===== src/rtl/pipe_pkg.sv =====
// Shared pipeline definitions: the NOP encoding, the default reset PC and the
// fetch FSM state type.
package pipe_pkg;

    localparam logic [31:0] NOP_INST         = 32'h0000_0013;
    localparam logic [31:0] DEFAULT_RESET_PC = 32'h0000_0000;

    typedef enum logic [1:0] {
        FS_IDLE = 2'd0,
        FS_REQ  = 2'd1,
        FS_WAIT = 2'd2,
        FS_HOLD = 2'd3
    } fetch_state_e;

    function automatic logic [31:0] align_pc(input logic [31:0] addr);
        return {addr[31:2], 2'b00};
    endfunction

endpackage


===== src/rtl/fetch_perf.sv =====
// Fetch performance counters: instructions delivered to F_* and instructions
// killed (dropped responses or flushed valid entries). Both wrap.
module fetch_perf (
    input  logic        clk,
    input  logic        rst_n,
    input  logic        fetch_inc,
    input  logic [1:0]  kill_inc,
    output logic [31:0] perf_fetch_cnt,
    output logic [31:0] perf_kill_cnt
);

    logic [31:0] fetch_cnt_q, fetch_cnt_d;
    logic [31:0] kill_cnt_q,  kill_cnt_d;

    always_comb begin
        fetch_cnt_d = fetch_cnt_q + {31'd0, fetch_inc};
        kill_cnt_d  = kill_cnt_q + {30'd0, kill_inc};
    end

    always_ff @(posedge clk or negedge rst_n) begin
        if (!rst_n) begin
            fetch_cnt_q <= 32'd0;
            kill_cnt_q  <= 32'd0;
        end else begin
            fetch_cnt_q <= fetch_cnt_d;
            kill_cnt_q  <= kill_cnt_d;
        end
    end

    assign perf_fetch_cnt = fetch_cnt_q;
    assign perf_kill_cnt  = kill_cnt_q;

endmodule


===== src/rtl/fetch_unit.sv =====
// Single-outstanding instruction fetch unit with a one-entry hold buffer and
// jump/branch redirect. Define FETCH_PERF_EN to add the performance counters.
//
// state   | meaning
// --------+-----------------------------------------------------------
// FS_IDLE | one cycle after reset release, nothing outstanding
// FS_REQ  | issue imem request for pc (suppressed if jb this cycle)
// FS_WAIT | request outstanding; kill_q marks a response to be dropped
// FS_HOLD | response parked in hold buffer while decode stalls
module fetch_unit
    import pipe_pkg::*;
#(
    parameter logic [31:0] RESET_PC = DEFAULT_RESET_PC
) (
    input  logic        clk,
    input  logic        rst_n,
    input  logic        stall,
    input  logic        jb,
    input  logic [31:0] jb_pc,
    output logic        imem_req,
    output logic [31:0] imem_addr,
    input  logic        imem_rvalid,
    input  logic [31:0] imem_rdata,
    output logic [31:0] F_pc,
    output logic [31:0] F_inst,
    output logic        F_valid
`ifdef FETCH_PERF_EN
    ,
    output logic [31:0] perf_fetch_cnt,
    output logic [31:0] perf_kill_cnt
`endif
);

    fetch_state_e state_q, state_d;
    logic [31:0]  pc_q, pc_d;
    logic         kill_q, kill_d;
    logic         hold_valid_q, hold_valid_d;
    logic [31:0]  hold_pc_q, hold_pc_d;
    logic [31:0]  hold_inst_q, hold_inst_d;
    logic         f_valid_q, f_valid_d;
    logic [31:0]  f_pc_q, f_pc_d;
    logic [31:0]  f_inst_q, f_inst_d;

    always_comb begin
        state_d      = state_q;
        pc_d         = pc_q;
        kill_d       = kill_q;
        hold_valid_d = hold_valid_q;
        hold_pc_d    = hold_pc_q;
        hold_inst_d  = hold_inst_q;
        f_valid_d    = f_valid_q;
        f_pc_d       = f_pc_q;
        f_inst_d     = f_inst_q;

        // Decode takes the presented entry; a capture below may refill it.
        if (f_valid_q && !stall) begin
            f_valid_d = 1'b0;
            f_pc_d    = 32'd0;
            f_inst_d  = NOP_INST;
        end

        if (jb) begin
            pc_d         = align_pc(jb_pc);
            f_valid_d    = 1'b0;
            f_pc_d       = 32'd0;
            f_inst_d     = NOP_INST;
            hold_valid_d = 1'b0;
            unique case (state_q)
                FS_WAIT: begin
                    if (imem_rvalid) begin
                        kill_d  = 1'b0;
                        state_d = FS_REQ;
                    end else begin
                        kill_d  = 1'b1;
                    end
                end
                default: begin
                    kill_d  = 1'b0;
                    state_d = FS_REQ;
                end
            endcase
        end else begin
            unique case (state_q)
                FS_IDLE: state_d = FS_REQ;
                FS_REQ:  state_d = FS_WAIT;
                FS_WAIT: begin
                    if (imem_rvalid) begin
                        state_d = FS_REQ;
                        if (kill_q) begin
                            kill_d = 1'b0;
                        end else if (!stall || !f_valid_q) begin
                            f_valid_d = 1'b1;
                            f_pc_d    = pc_q;
                            f_inst_d  = imem_rdata;
                            pc_d      = pc_q + 32'd4;
                        end else begin
                            hold_valid_d = 1'b1;
                            hold_pc_d    = pc_q;
                            hold_inst_d  = imem_rdata;
                            pc_d         = pc_q + 32'd4;
                            state_d      = FS_HOLD;
                        end
                    end
                end
                FS_HOLD: begin
                    if (!stall) begin
                        f_valid_d    = 1'b1;
                        f_pc_d       = hold_pc_q;
                        f_inst_d     = hold_inst_q;
                        hold_valid_d = 1'b0;
                        state_d      = FS_REQ;
                    end
                end
                default: state_d = FS_IDLE;
            endcase
        end
    end

    always_ff @(posedge clk or negedge rst_n) begin
        if (!rst_n) begin
            state_q      <= FS_IDLE;
            pc_q         <= RESET_PC;
            kill_q       <= 1'b0;
            hold_valid_q <= 1'b0;
            hold_pc_q    <= 32'd0;
            hold_inst_q  <= NOP_INST;
            f_valid_q    <= 1'b0;
            f_pc_q       <= 32'd0;
            f_inst_q     <= NOP_INST;
        end else begin
            state_q      <= state_d;
            pc_q         <= pc_d;
            kill_q       <= kill_d;
            hold_valid_q <= hold_valid_d;
            hold_pc_q    <= hold_pc_d;
            hold_inst_q  <= hold_inst_d;
            f_valid_q    <= f_valid_d;
            f_pc_q       <= f_pc_d;
            f_inst_q     <= f_inst_d;
        end
    end

    assign imem_req  = (state_q == FS_REQ) && !jb;
    assign imem_addr = imem_req ? pc_q : 32'd0;
    assign F_valid   = f_valid_q;
    assign F_pc      = f_pc_q;
    assign F_inst    = f_inst_q;

`ifdef FETCH_PERF_EN
    logic       fetch_inc;
    logic [1:0] kill_inc;

    // A redirect can kill a response and a presented entry in the same cycle.
    always_comb begin
        fetch_inc = 1'b0;
        kill_inc  = 2'd0;
        if (jb) begin
            kill_inc = {1'b0, (state_q == FS_WAIT) && imem_rvalid}
                     + {1'b0, f_valid_q && stall}
                     + {1'b0, hold_valid_q};
        end else begin
            fetch_inc = ((state_q == FS_WAIT) && imem_rvalid && !kill_q && (!stall || !f_valid_q))
                     || ((state_q == FS_HOLD) && !stall);
            kill_inc  = {1'b0, (state_q == FS_WAIT) && imem_rvalid && kill_q};
        end
    end

    fetch_perf u_fetch_perf (
        .clk            (clk),
        .rst_n          (rst_n),
        .fetch_inc      (fetch_inc),
        .kill_inc       (kill_inc),
        .perf_fetch_cnt (perf_fetch_cnt),
        .perf_kill_cnt  (perf_kill_cnt)
    );
`endif

endmodule


===== config.mk =====
export PLATFORM = sky130hd
export DESIGN_NAME = fetch_unit
export DESIGN_NICKNAME = d
export VERILOG_FILES = /design/src/rtl/pipe_pkg.sv /design/src/rtl/fetch_perf.sv /design/src/rtl/fetch_unit.sv
export SDC_FILE = /design/constraint.sdc
export NUM_CORES = 1
export LEC_CHECK = 0
export BUFFER_PORTS_ARGS = -buffer_cell sky130_fd_sc_hd__buf_4
export CAP_MARGIN = 20
export CORE_UTILIZATION = 50
export CTS_CLUSTER_SIZE = 28
export DETAILED_ROUTE_END_ITERATION = 12
export PLACE_DENSITY = 0.73
export SLEW_MARGIN = 0
export SYNTH_ARGS = -nofsm -noshare
export SYNTH_HDL_FRONTEND = slang
export SYNTH_SLANG_ARGS = --single-unit

===== constraint.sdc =====
create_clock -name clk -period 2.7 [get_ports clk]
set_input_delay 0.27 -clock clk [delete_from_list [all_inputs] [get_ports clk]]
set_output_delay 0.27 -clock clk [all_outputs]
set_load 0.01 [all_outputs]

After elaboration in Yosys (flattened, before gate mapping)
Cells that the tools add are included.
{"block": "totals", "register_bits": 164, "input_bits": 69}
{"block": "op_classes", "n_bitwise": 3, "n_eq_ne": 6, "n_addsub": 1, "n_reduce_logical": 13, "mux": 39}
{"operator": "2-to-1 mux 32 bit", "n": 17}
{"operator": "one-hot mux 32 bit (2 select lines)", "n": 2}
{"operator": "adder 32 x 3 -> 32 bit, second input constant", "n": 1}
{"operator": "2-to-1 mux 2 bit", "n": 7}
{"operator": "2-to-1 mux 1 bit", "n": 11}
{"operator": "one-hot mux 2 bit (4 select lines)", "n": 1}
{"operator": "AND reduction 5 bit", "n": 1}
{"operator": "equality test 2 bit, second input constant", "n": 2}
{"operator": "!= test 2 bit, second input constant", "n": 2}
{"operator": "AND reduction 2 bit", "n": 2}
{"operator": "nonzero test 2 bit", "n": 2}
{"operator": "logical NOT 1 bit", "n": 3}
{"operator": "!= test 3 bit, second input constant", "n": 1}
{"operator": "inverter 1 bit", "n": 3}
{"operator": "AND reduction 3 bit", "n": 1}
{"operator": "equality test 2 x 1 -> 1 bit, second input constant", "n": 1}
{"operator": "logical AND 1 bit", "n": 2}
{"operator": "logical NOT 2 bit", "n": 1}
{"operator": "one-hot mux 1 bit (2 select lines)", "n": 1}
{"operator": "logical OR 1 bit", "n": 1}

Longest topological paths before layout
Gate-level depths: netlist (run 1).
{"block": "logic_depth", "word_depth": 8, "mapped_depth": 10, "ltp_nobuf": 7}

Worst setup path after synthesis (run 1)
No wires, ideal clock.
{"block": "synth_path", "kind": "reg2reg", "startpoint": "register state_q[0]", "endpoint": "register pc_q[28]", "n_path_buf": 2, "slack_ns": 0.578, "arrival_time_ns": 1.987, "path_stages_with_launch": 10, "setup_ns": 0.135, "synth_period_minus_slack_ns": 2.122, "cell_sequence": "dfrtp_1 inv_1 ha_1 buf_2 and3b_1 clkdlybuf4s15_1 nand3_1 nor4_1 xnor2_1 o21ai_0"}
{"block": "synth_via", "elab_chain_len": 3}
{"item": "from (decl)", "line_no": "fetch_unit.sv:34", "text": "fetch_state_e state_q, state_d;"}
{"item": "from (signal assigned)", "line_no": "fetch_unit.sv:131", "text": "state_q <= state_d;"}
{"item": "equality test 2 bit", "line_no": "fetch_unit.sv:83", "text": "unique case (state_q)"}
{"item": "nonzero test 2 bit (no source line)"}
{"item": "AND reduction 3 bit (no source line)"}
{"item": "to (signal assigned)", "line_no": "fetch_unit.sv:132", "text": "pc_q <= pc_d;"}
{"item": "to (decl)", "line_no": "fetch_unit.sv:35", "text": "logic [31:0] pc_q, pc_d;"}
No other way between the ends.
A chain may end at the register's enable or synchronous reset.

Final worst setup path (run 1)
{"block": "layout_path", "startpoint": "register state_q[0]", "endpoint": "register pc_q[31]"}
Same word-level chain as after synthesis.

==> results of run 1 <==
-- cells by family after synthesis --
kind of cell	Yosys count	share of synthesized area, %
AND/OR/NAND/NOR	256	14.8
adder cells (fa/ha/maj)	4	0.581
other	1	0.0436
buffers and inverters	83	4.45
AO/OA/AOI/OAI	221	15.6
flip-flops	160	46.6
multiplexers	121	15.0
XOR/XNOR	29	2.95
-- state kept, by name, summed over array words and instances (netlist names) --
signal       flops
pc_q            30
F_valid          1
F_pc            32
state_q          2
hold_inst_q     32
hold_pc_q       30
F_inst          32
kill_q           1
-- cells in the mapped netlist (all sizes together), types with 7 or more instances --
library cell	instances
a21oi	113
a31o	52
and2	33
buf	25
clkbuf	46
dfrtp	154
inv	10
mux2	67
mux2i	54
nand2	110
nand3	8
nor2	58
nor3	7
nor4	11
o21ai	42
xnor2	22
xor2	7
-- routing by layer --
layer  vias up  global-route usage, %
li1       3349                      -
met1      3453                   35.8
met2       196                   41.3
met3        24                   5.25
met4         0                   7.77
met5         -                      0
-- worst max-delay path, cell delays in order, from the launching register on --
cell and delay, ns:
dfrtp_1 0.41, inv_1 0.07, ha_1 0.35, and3b_1 0.35, nand4_1 0.31, nor4_1 0.52
xnor2_1 0.17, o21ai_0 0.08
-- layout make-up --
cell class / instances / area [sq um]
Multi-Input combinational cell: 633 / 4260
Sequential cell: 160 / 4010
Timing Repair Buffer: 188 / 1490
Fill cell: 1418 / 5990
Inverter: 10 / 37.5
Clock buffer: 22 / 474
Clock inverter: 10 / 158
Tap cell: 220 / 275
-- what timing repair did --
item | CTS | global route
hold buffers | 1 | 0
endpoints found under the hold margin | 61 | 0
setup endpoints to repair | 0 | 0
-- metrics by stage --
step	cells	total power [uW]	area, sq um	util [%]	setup slack (ns)
5_1_grt	1243	9850	10700	64.1	0.114
2_1_floorplan	876	5350	8610	-	0.578
3_3_place_gp	1210	6660	10100	60.3	0.362
6_report	1243	9300	10700	64.1	0.299
4_1_cts	1243	9340	10700	64.1	0.280
3_5_place_dp	1210	6740	10100	60.3	0.336
-- worst paths after layout --
check / start / to / slack (ns) / depth (start not counted)
max: state_q[0] / pc_q[31] / 0.30 / 7
max in group asynchronous: rst_n / hold_inst_q[3] / 1.45 / 3
min reg2reg: F_pc[1] / F_pc[1] / 0.49 / 1
min: jb_pc[8] / pc_q[8] / 0.05 / 3
min in group asynchronous: rst_n / F_pc[18] / 0.40 / 2
max reg2reg: state_q[0] / pc_q[31] / 0.30 / 7
-- placed cells by master, fill, tap and decap left out, types with 4 or more instances in the layout --
master and n:
clkbuf_16 17, xor2_1 7, nor4_2 5, nor4_1 5
xnor2_1 22, dfstp_2 6, bufinv_16 4, a31o_2 52
mux2_2 67, nor2_1 57, nand3_1 8, nor3_1 6
nand2_1 110, o21ai_1 9, dfrtp_1 154, buf_12 6
a22oi_1 5, a21oi_1 112, nor2b_1 4, and2_1 32
mux2i_1 54, o21ai_0 32, inv_1 10, nand4_1 5
buf_4 180
-- where the power goes --
group | total (uW) | internal [uW] | leakage (uW) | switching [uW]
sequential | 3310 | 2860 | 0.00213 | 446
combinational | 3400 | 1650 | 0.00266 | 1760
clock | 2590 | 1620 | 0.000302 | 971
==> flow_metrics.tcl, run 1 <==
set metrics [dict create \
    tns_ns 0 \
    p_leak_uw 0.00509 \
    wl_met3_mm 1.05 \
    area_growth_pct 24.4 \
    synth_edf_count 0 \
    drv_slew 0 \
    max-vdd-ir-drop_mv 0.551 \
    synth.top_cell.area_share_pct 44.8 \
    dieWidth_microns 133 \
    power_density_mw_per_mm2 868 \
    synth_seq_cells 160 \
    period_needed_ns 2.40 \
    synthCells 875 \
    rows 47 \
    cp-start-kind "flip-flop" \
    wl_mm 22.3 \
    fin_crit_sh_pct 88.9 \
    cts_sinks 160 \
    cp.required_ns 2.99 \
    synth_area_leader_cell "dfrtp_1" \
    core_area_sq_mm 0.0167 \
    grt_max_degree 71 \
    post_cts_buffers 0 \
    clk_pin_slew_worst_paths_ns 0.06 \
    dieArea_sq_mm 0.0177 \
    first_iter_violations 434 \
    grt_antenna_before_repair 0 \
    fin_worst_skew_ns 0.00733 \
    htree_num_levels 4 \
    status "finished, final reports clean" \
    vias_per_cell 5.65 \
    ys_seq_area_share_pct 46.6 \
    grt_pass1_vias 6741 \
    path_class "flip-flop to flip-flop" \
    synthTopCellsByArea "dfrtp_1, mux2_2, a21oi_1, mux2i_1, a31o_2" \
    synth.avg_cell_area_sq_um 9.84 \
    drc 0 \
    topRoutingLayerUsed "met4" \
    dpl.hpwl_mm 14.3 \
    whs_ns 0.0514 \
    grt_pass1_wl_mm 36.1 \
    finalHoldViolCount 0 \
    postRouteAntennaNets 0 \
    die_y_microns 133 \
    ys_async_sr_fraction_pct 100 \
    ys_types 55 \
    numCtsBuffers 17 \
    worst_ep_arrival_time_ns 2.69 \
    maxCapViolCount 0 \
    rsz0062_at_grt "no" \
    relSlewSlack_pct 53.5 \
    synth_area_sq_mm 0.00861 \
    post_cts_resized 0 \
    worst_pin_slew_ns 0.697 \
    path_max_fanout 9 \
    cts_tree "done" \
    dr.pass1.iters 5 \
    fmax_mhz 416 \
    hold_path.class "primary input to flip-flop" \
    yosysWarnings 0 \
    numPortBuffers 162 \
    met1_length_mm 10.1 \
    setup_viol 0 \
    cts_root_buffer "clkbuf_16" \
    clock_latency_ns 0.43 \
    wire_per_inst_microns 17.9 \
    cts_buffer_depth 2 \
    cp-end-kind "flip-flop" \
    routed-wl-met2_mm 10.8 \
    grt_overflow 0 \
    start_util_pct 51.6 \
    pin_count 167 \
    nets 1083 \
    diodes 0 \
    drive_gt1_share_pct 35.7 \
    globalplace.congestion 0.811 \
    grt.total_usage_pct 25.9 \
    synth-main-ff-cell "dfrtp_1" \
    num_vias 7022 \
]
(Power assumes the default switching activity.)
==> inputs of run 2 (changes only) <==
- CORE_MARGIN: not set -> 5
- clock period: 2.7 -> 3 ns (I/O delays scaled with it)
==> run 2 against run 1 <==
  * Via count grew 1.9%
  * Register-to-register slack got worse by 0.07 ns
  * Sequential share of layout area increased by 0.33 points
  * Hold slack better by 0.025 ns
  * Flip-flop and latch count unchanged
  * Critical path type unchanged
==> flow_metrics.tcl, run 2 (synthesis gave the netlist of run 1 again) <==
set metrics [dict create \
    status "finished, final reports clean" \
    postRouteAntennaNets 0 \
    drc 0 \
    cts_root_buffer "clkbuf_16" \
    cts_sinks 160 \
    power_density_mw_per_mm2 778 \
    fin_crit_sh_pct 92.3 \
    critical_path_buf_inv_count 1 \
    grt_pass1_wl_mm 37.7 \
    dpl.hpwl_mm 15.1 \
    wire_per_inst_microns 18.7 \
    nets 1081 \
    cp-end-kind "flip-flop" \
    htree_num_levels 4 \
    cp-start-kind "flip-flop" \
    hold_path.class "primary input to flip-flop" \
    p_leak_uw 0.00503 \
    fmax_mhz 361 \
    globalplace.congestion 0.826 \
    multiInputGateArea_sq_mm 0.00426 \
    drive_gt1_share_pct 35.7 \
    relSlewSlack_pct 56.7 \
    dieWidth_microns 141 \
    clock_latency_ns 0.43 \
    cp_cell_sequence "inv_1 > ha_1 > nand3b_1 > nor3_1 > nor4b_4 > xnor2_1 > mux2_2" \
    pin_count 167 \
    dr.pass1.iters 5 \
    layout_common_cells "buf_4, dfrtp_1, a21oi_1, nand2_1, mux2_2" \
    final_common_cell "buf_4" \
    vias_per_cell 5.74 \
    crit_family "simple AND/OR/NAND/NOR gates" \
    dp_slack_ns 0.324 \
    max-vdd-ir-drop_mv 0.436 \
    post_cts_resized 0 \
    period_needed_ns 2.77 \
    numPortBuffers 162 \
    worst_pin_slew_ns 0.645 \
    tns_ns 0 \
    core_area_sq_mm 0.0171 \
    grt.total_usage_pct 23.6 \
    regArea_sq_mm 0.00401 \
    path_max_fanout 9 \
    cts_tree "done" \
    numCtsBuffers 17 \
    num_vias 7152 \
    rsz0062_at_grt "no" \
    wl_mm 23.3 \
    nFillCells 1458 \
    slowest_stage "nor3_1" \
    path_class "flip-flop to flip-flop" \
    first_iter_violations 505 \
    grt_overflow 0 \
    fin_worst_skew_ns 0.00950 \
    cp.required_ns 3.31 \
    rows 48 \
    dieArea_sq_mm 0.0199 \
    grt_antenna_before_repair 0 \
    grt_max_degree 57 \
    diodes 0 \
    setup_viol 0 \
    die_y_microns 141 \
    start_util_pct 50.3 \
    drv_slew 0 \
    final_util_pct 62.0 \
    cts_buffer_depth 2 \
    finalHoldViolCount 0 \
    power_uw 8270 \
    worst_ep_arrival_time_ns 3.08 \
    fin_ws_ns 0.230 \
    maxCapViolCount 0 \
    clk_pin_slew_worst_paths_ns 0.06 \
    area_growth_pct 23.3 \
    max_stage_delay_ns 0.68 \
    grt_pass1_vias 7175 \
]
[run 2: changes by cell type in the layout (fill, tap and decap cells not counted)]
cell	before	now
buf_12	6	2
clkinv_4	0	2
clkbuf_1	2	1
clkinvlp_4	3	6
clkbuf_8	3	0
bufinv_16	4	3
buf_4	180	182
[run 2: where the power goes]
| part | internal (uW) | switching [uW] |
|---|---|---|
| Clock | 1300 | 901 |
| Combinational | 1470 | 1600 |
| Sequential | 2580 | 417 |
[run 2: final cells by class]
| cell class | count | area share [%] |
|---|---|---|
| clock buffers | 18 | 4.04 |
| clock inverters | 14 | 1.58 |
| inverters | 10 | 0.353 |
| multi-input cells | 633 | 40.2 |
| flip-flops and latches | 160 | 37.8 |
| well taps | 225 | 2.65 |
| repair buffers | 186 | 13.4 |
[run 2: repair_timing]
item / 4_1_cts / 5_1_grt
hold buffers: 1 / 0
setup buffers: 0 / 0
endpoints found under the hold margin: 49 / 0
[run 2: worst paths after layout]
path                                 start       endpoint  slack (ns)  cells past startpoint
worst max-delay path            state_q[0]       pc_q[21]        0.23                      7
worst min-delay path             jb_pc[18]       pc_q[18]        0.08                      3
worst max register to register  state_q[0]       pc_q[21]        0.23                      7
worst min register to register     F_pc[2]        F_pc[2]        0.48                      2
max in group asynchronous            rst_n     F_inst[17]        1.78                      3
min in group asynchronous            rst_n  hold_pc_q[18]        0.38                      2
[run 2: metal layers]
layer  vias up  routed length, microns  global-route usage [%]
met3        34                    1020                    3.39
met4         0                     428                    7.70
met5         -                       0                       0
met2       222                   11500                    39.0
met1      3564                   10300                    32.0
li1       3332                       -                       -
[run 2: tightest hold or removal path: cells and delay by family]
kind	cells	cell delay [ns]
AND/OR/NAND/NOR	1	0.04
buffers and inverters	1	0.07
AO/OA/AOI/OAI	1	0.05
[run 2: stage by stage]
stage	hold slack, ns	instances	area [sq um]
after CTS	0.0586	1246	10600
after detailed placement	0.288	1213	10000
after global routing	0.0729	1246	10600
after floorplan	0.00441	876	8610
final	0.0759	1246	10600
after global placement	0.287	1213	10000
==> inputs of run 3 (changes only) <==
- CORE_ASPECT_RATIO: not set -> 1.75
==> run 3 against run 2 <==
  * Flip-flop and latch count stayed put
  * Final area down 0.33%
  * Fmax is 18% higher
  * Largest cell class unchanged
  * Largest power group unchanged
  * Highest routed layer unchanged
==> flow_metrics.tcl, run 3 (synthesis gave the netlist of run 1 again) <==
set metrics [dict create \
    maxCapViolCount 0 \
    drv_slew 0 \
    layout_common_cells "buf_4, dfrtp_1, a21oi_1, nand2_1, mux2_2" \
    diodes 0 \
    drc 0 \
    place_inst 1211 \
    tns_ns 0 \
    cts_buffer_depth 2 \
    first_iter_violations 375 \
    vias_per_cell 5.72 \
    grt.total_usage_pct 24.5 \
    rsz0062_at_grt "no" \
    grt_pass1_wl_mm 38.3 \
    grt_overflow 0 \
    wire_per_inst_microns 19.2 \
    cp.required_ns 3.31 \
    rows 63 \
    instances_no_fill 1244 \
    p_leak_uw 0.00500 \
    grt_pass1_vias 7312 \
    fmax_mhz 427 \
    power_density_mw_per_mm2 763 \
    dpl.hpwl_mm 15.7 \
    htree_num_levels 4 \
    final_common_cell "buf_4" \
    grtUsageMet2_pct 43.1 \
    post_cts_resized 0 \
    dieArea_sq_mm 0.0200 \
    start_util_pct 50.8 \
    fin_worst_skew_ns 0.0160 \
    worst_pin_slew_ns 0.851 \
    grt_max_degree 62 \
    hold_path.class "primary input to flip-flop" \
    area_growth_pct 22.9 \
    dieWidth_microns 109 \
    postRouteAntennaNets 0 \
    status "finished, final reports clean" \
    grt_antenna_before_repair 0 \
    cts_root_buffer "clkbuf_16" \
    clk_pin_slew_worst_paths_ns 0.07 \
    pin_count 167 \
    num_vias 7116 \
    wl_mm 23.9 \
    path_max_fanout 22 \
    grt_util_met1_pct 28.7 \
    nFillCells 1418 \
    finalHoldViolCount 0 \
    setup_viol 0 \
    numPortBuffers 162 \
    path_class "flip-flop to flip-flop" \
    busiest_layer "met2" \
    fin_crit_sh_pct 78.1 \
    core_area_sq_mm 0.0169 \
    cts_sinks 160 \
    worst_ep_arrival_time_ns 2.65 \
    drive_gt1_share_pct 35.3 \
    clock_latency_ns 0.43 \
    period_needed_ns 2.34 \
    nets 1077 \
    relSlewSlack_pct 43.1 \
    cp-end-kind "flip-flop" \
    cp-start-kind "flip-flop" \
    max-vdd-ir-drop_mv 0.463 \
    globalplace.congestion 0.805 \
    cts_tree "done" \
    globalRouteMet3Util_pct 5.10 \
    numCtsBuffers 17 \
    dr.pass1.iters 4 \
    die_y_microns 184 \
]
run 3: area by class of cell:
class	count	area, sq um	area share (%)
clock buffer	19	433	4.09
clock inverter	13	106	1.00
inverter	10	37.5	0.355
multi-input combinational	633	4260	40.3
sequential	160	4010	37.9
tap	227	284	2.68
timing repair buffer	182	1450	13.7
run 3: what timing repair did:
action,in CTS,in global routing
hold buffers,1,0
buffers inserted,0,0
endpoints found under the hold margin,53,0
run 3: path summary, 6_finish.rpt:
kind | start | end | slack, ns | cells after the start
min in group asynchronous | rst_n | hold_inst_q[10] | 0.39 | 2
max in group asynchronous | rst_n | pc_q[10] | 1.80 | 3
worst max-delay path | state_q[0] | hold_pc_q[2] | 0.66 | 7
worst min register to register | F_pc[30] | F_pc[30] | 0.48 | 2
worst min-delay path | jb_pc[8] | pc_q[8] | 0.08 | 3
worst max register to register | state_q[0] | hold_pc_q[2] | 0.66 | 7
run 3: routing by layer:
| metal | up-vias | part of all wire [%] | wire length [microns] |
|---|---|---|---|
| met5 | - | 0 | 0 |
| met4 | 0 | 3.0 | 718 |
| met3 | 42 | 5.5 | 1320 |
| met2 | 206 | 53 | 12600 |
| met1 | 3537 | 39 | 9250 |
| li1 | 3331 | - | - |
run 3: worst max-delay path: stages (launching register included):
cell	delay, ns
dfrtp_1	0.41
inv_1	0.07
ha_1	0.37
nand3b_1	0.18
buf_4	0.22
nor3_4	0.23
buf_4	0.37
mux2_2	0.38
run 3: where the power goes:
group / internal [uW] / switching (uW)
combinational: 1480 / 1590
sequential: 2580 / 418
clock: 1070 / 937
run 3: per-stage QoR:
step | setup WS, ns | hold WS (ns) | util, % | power (uW) | area (sq um)
4_1_cts | 0.634 | 0.0715 | 62.5 | 8130 | 10600
6_report | 0.656 | 0.0770 | 62.5 | 8080 | 10600
5_1_grt | 0.478 | 0.0761 | 62.5 | 8600 | 10600
2_1_floorplan | 0.878 | 0.00441 | - | 4820 | 8610
3_5_place_dp | 0.661 | 0.302 | 59.2 | 6120 | 10000
3_3_place_gp | 0.681 | 0.296 | 59.2 | 6040 | 10000
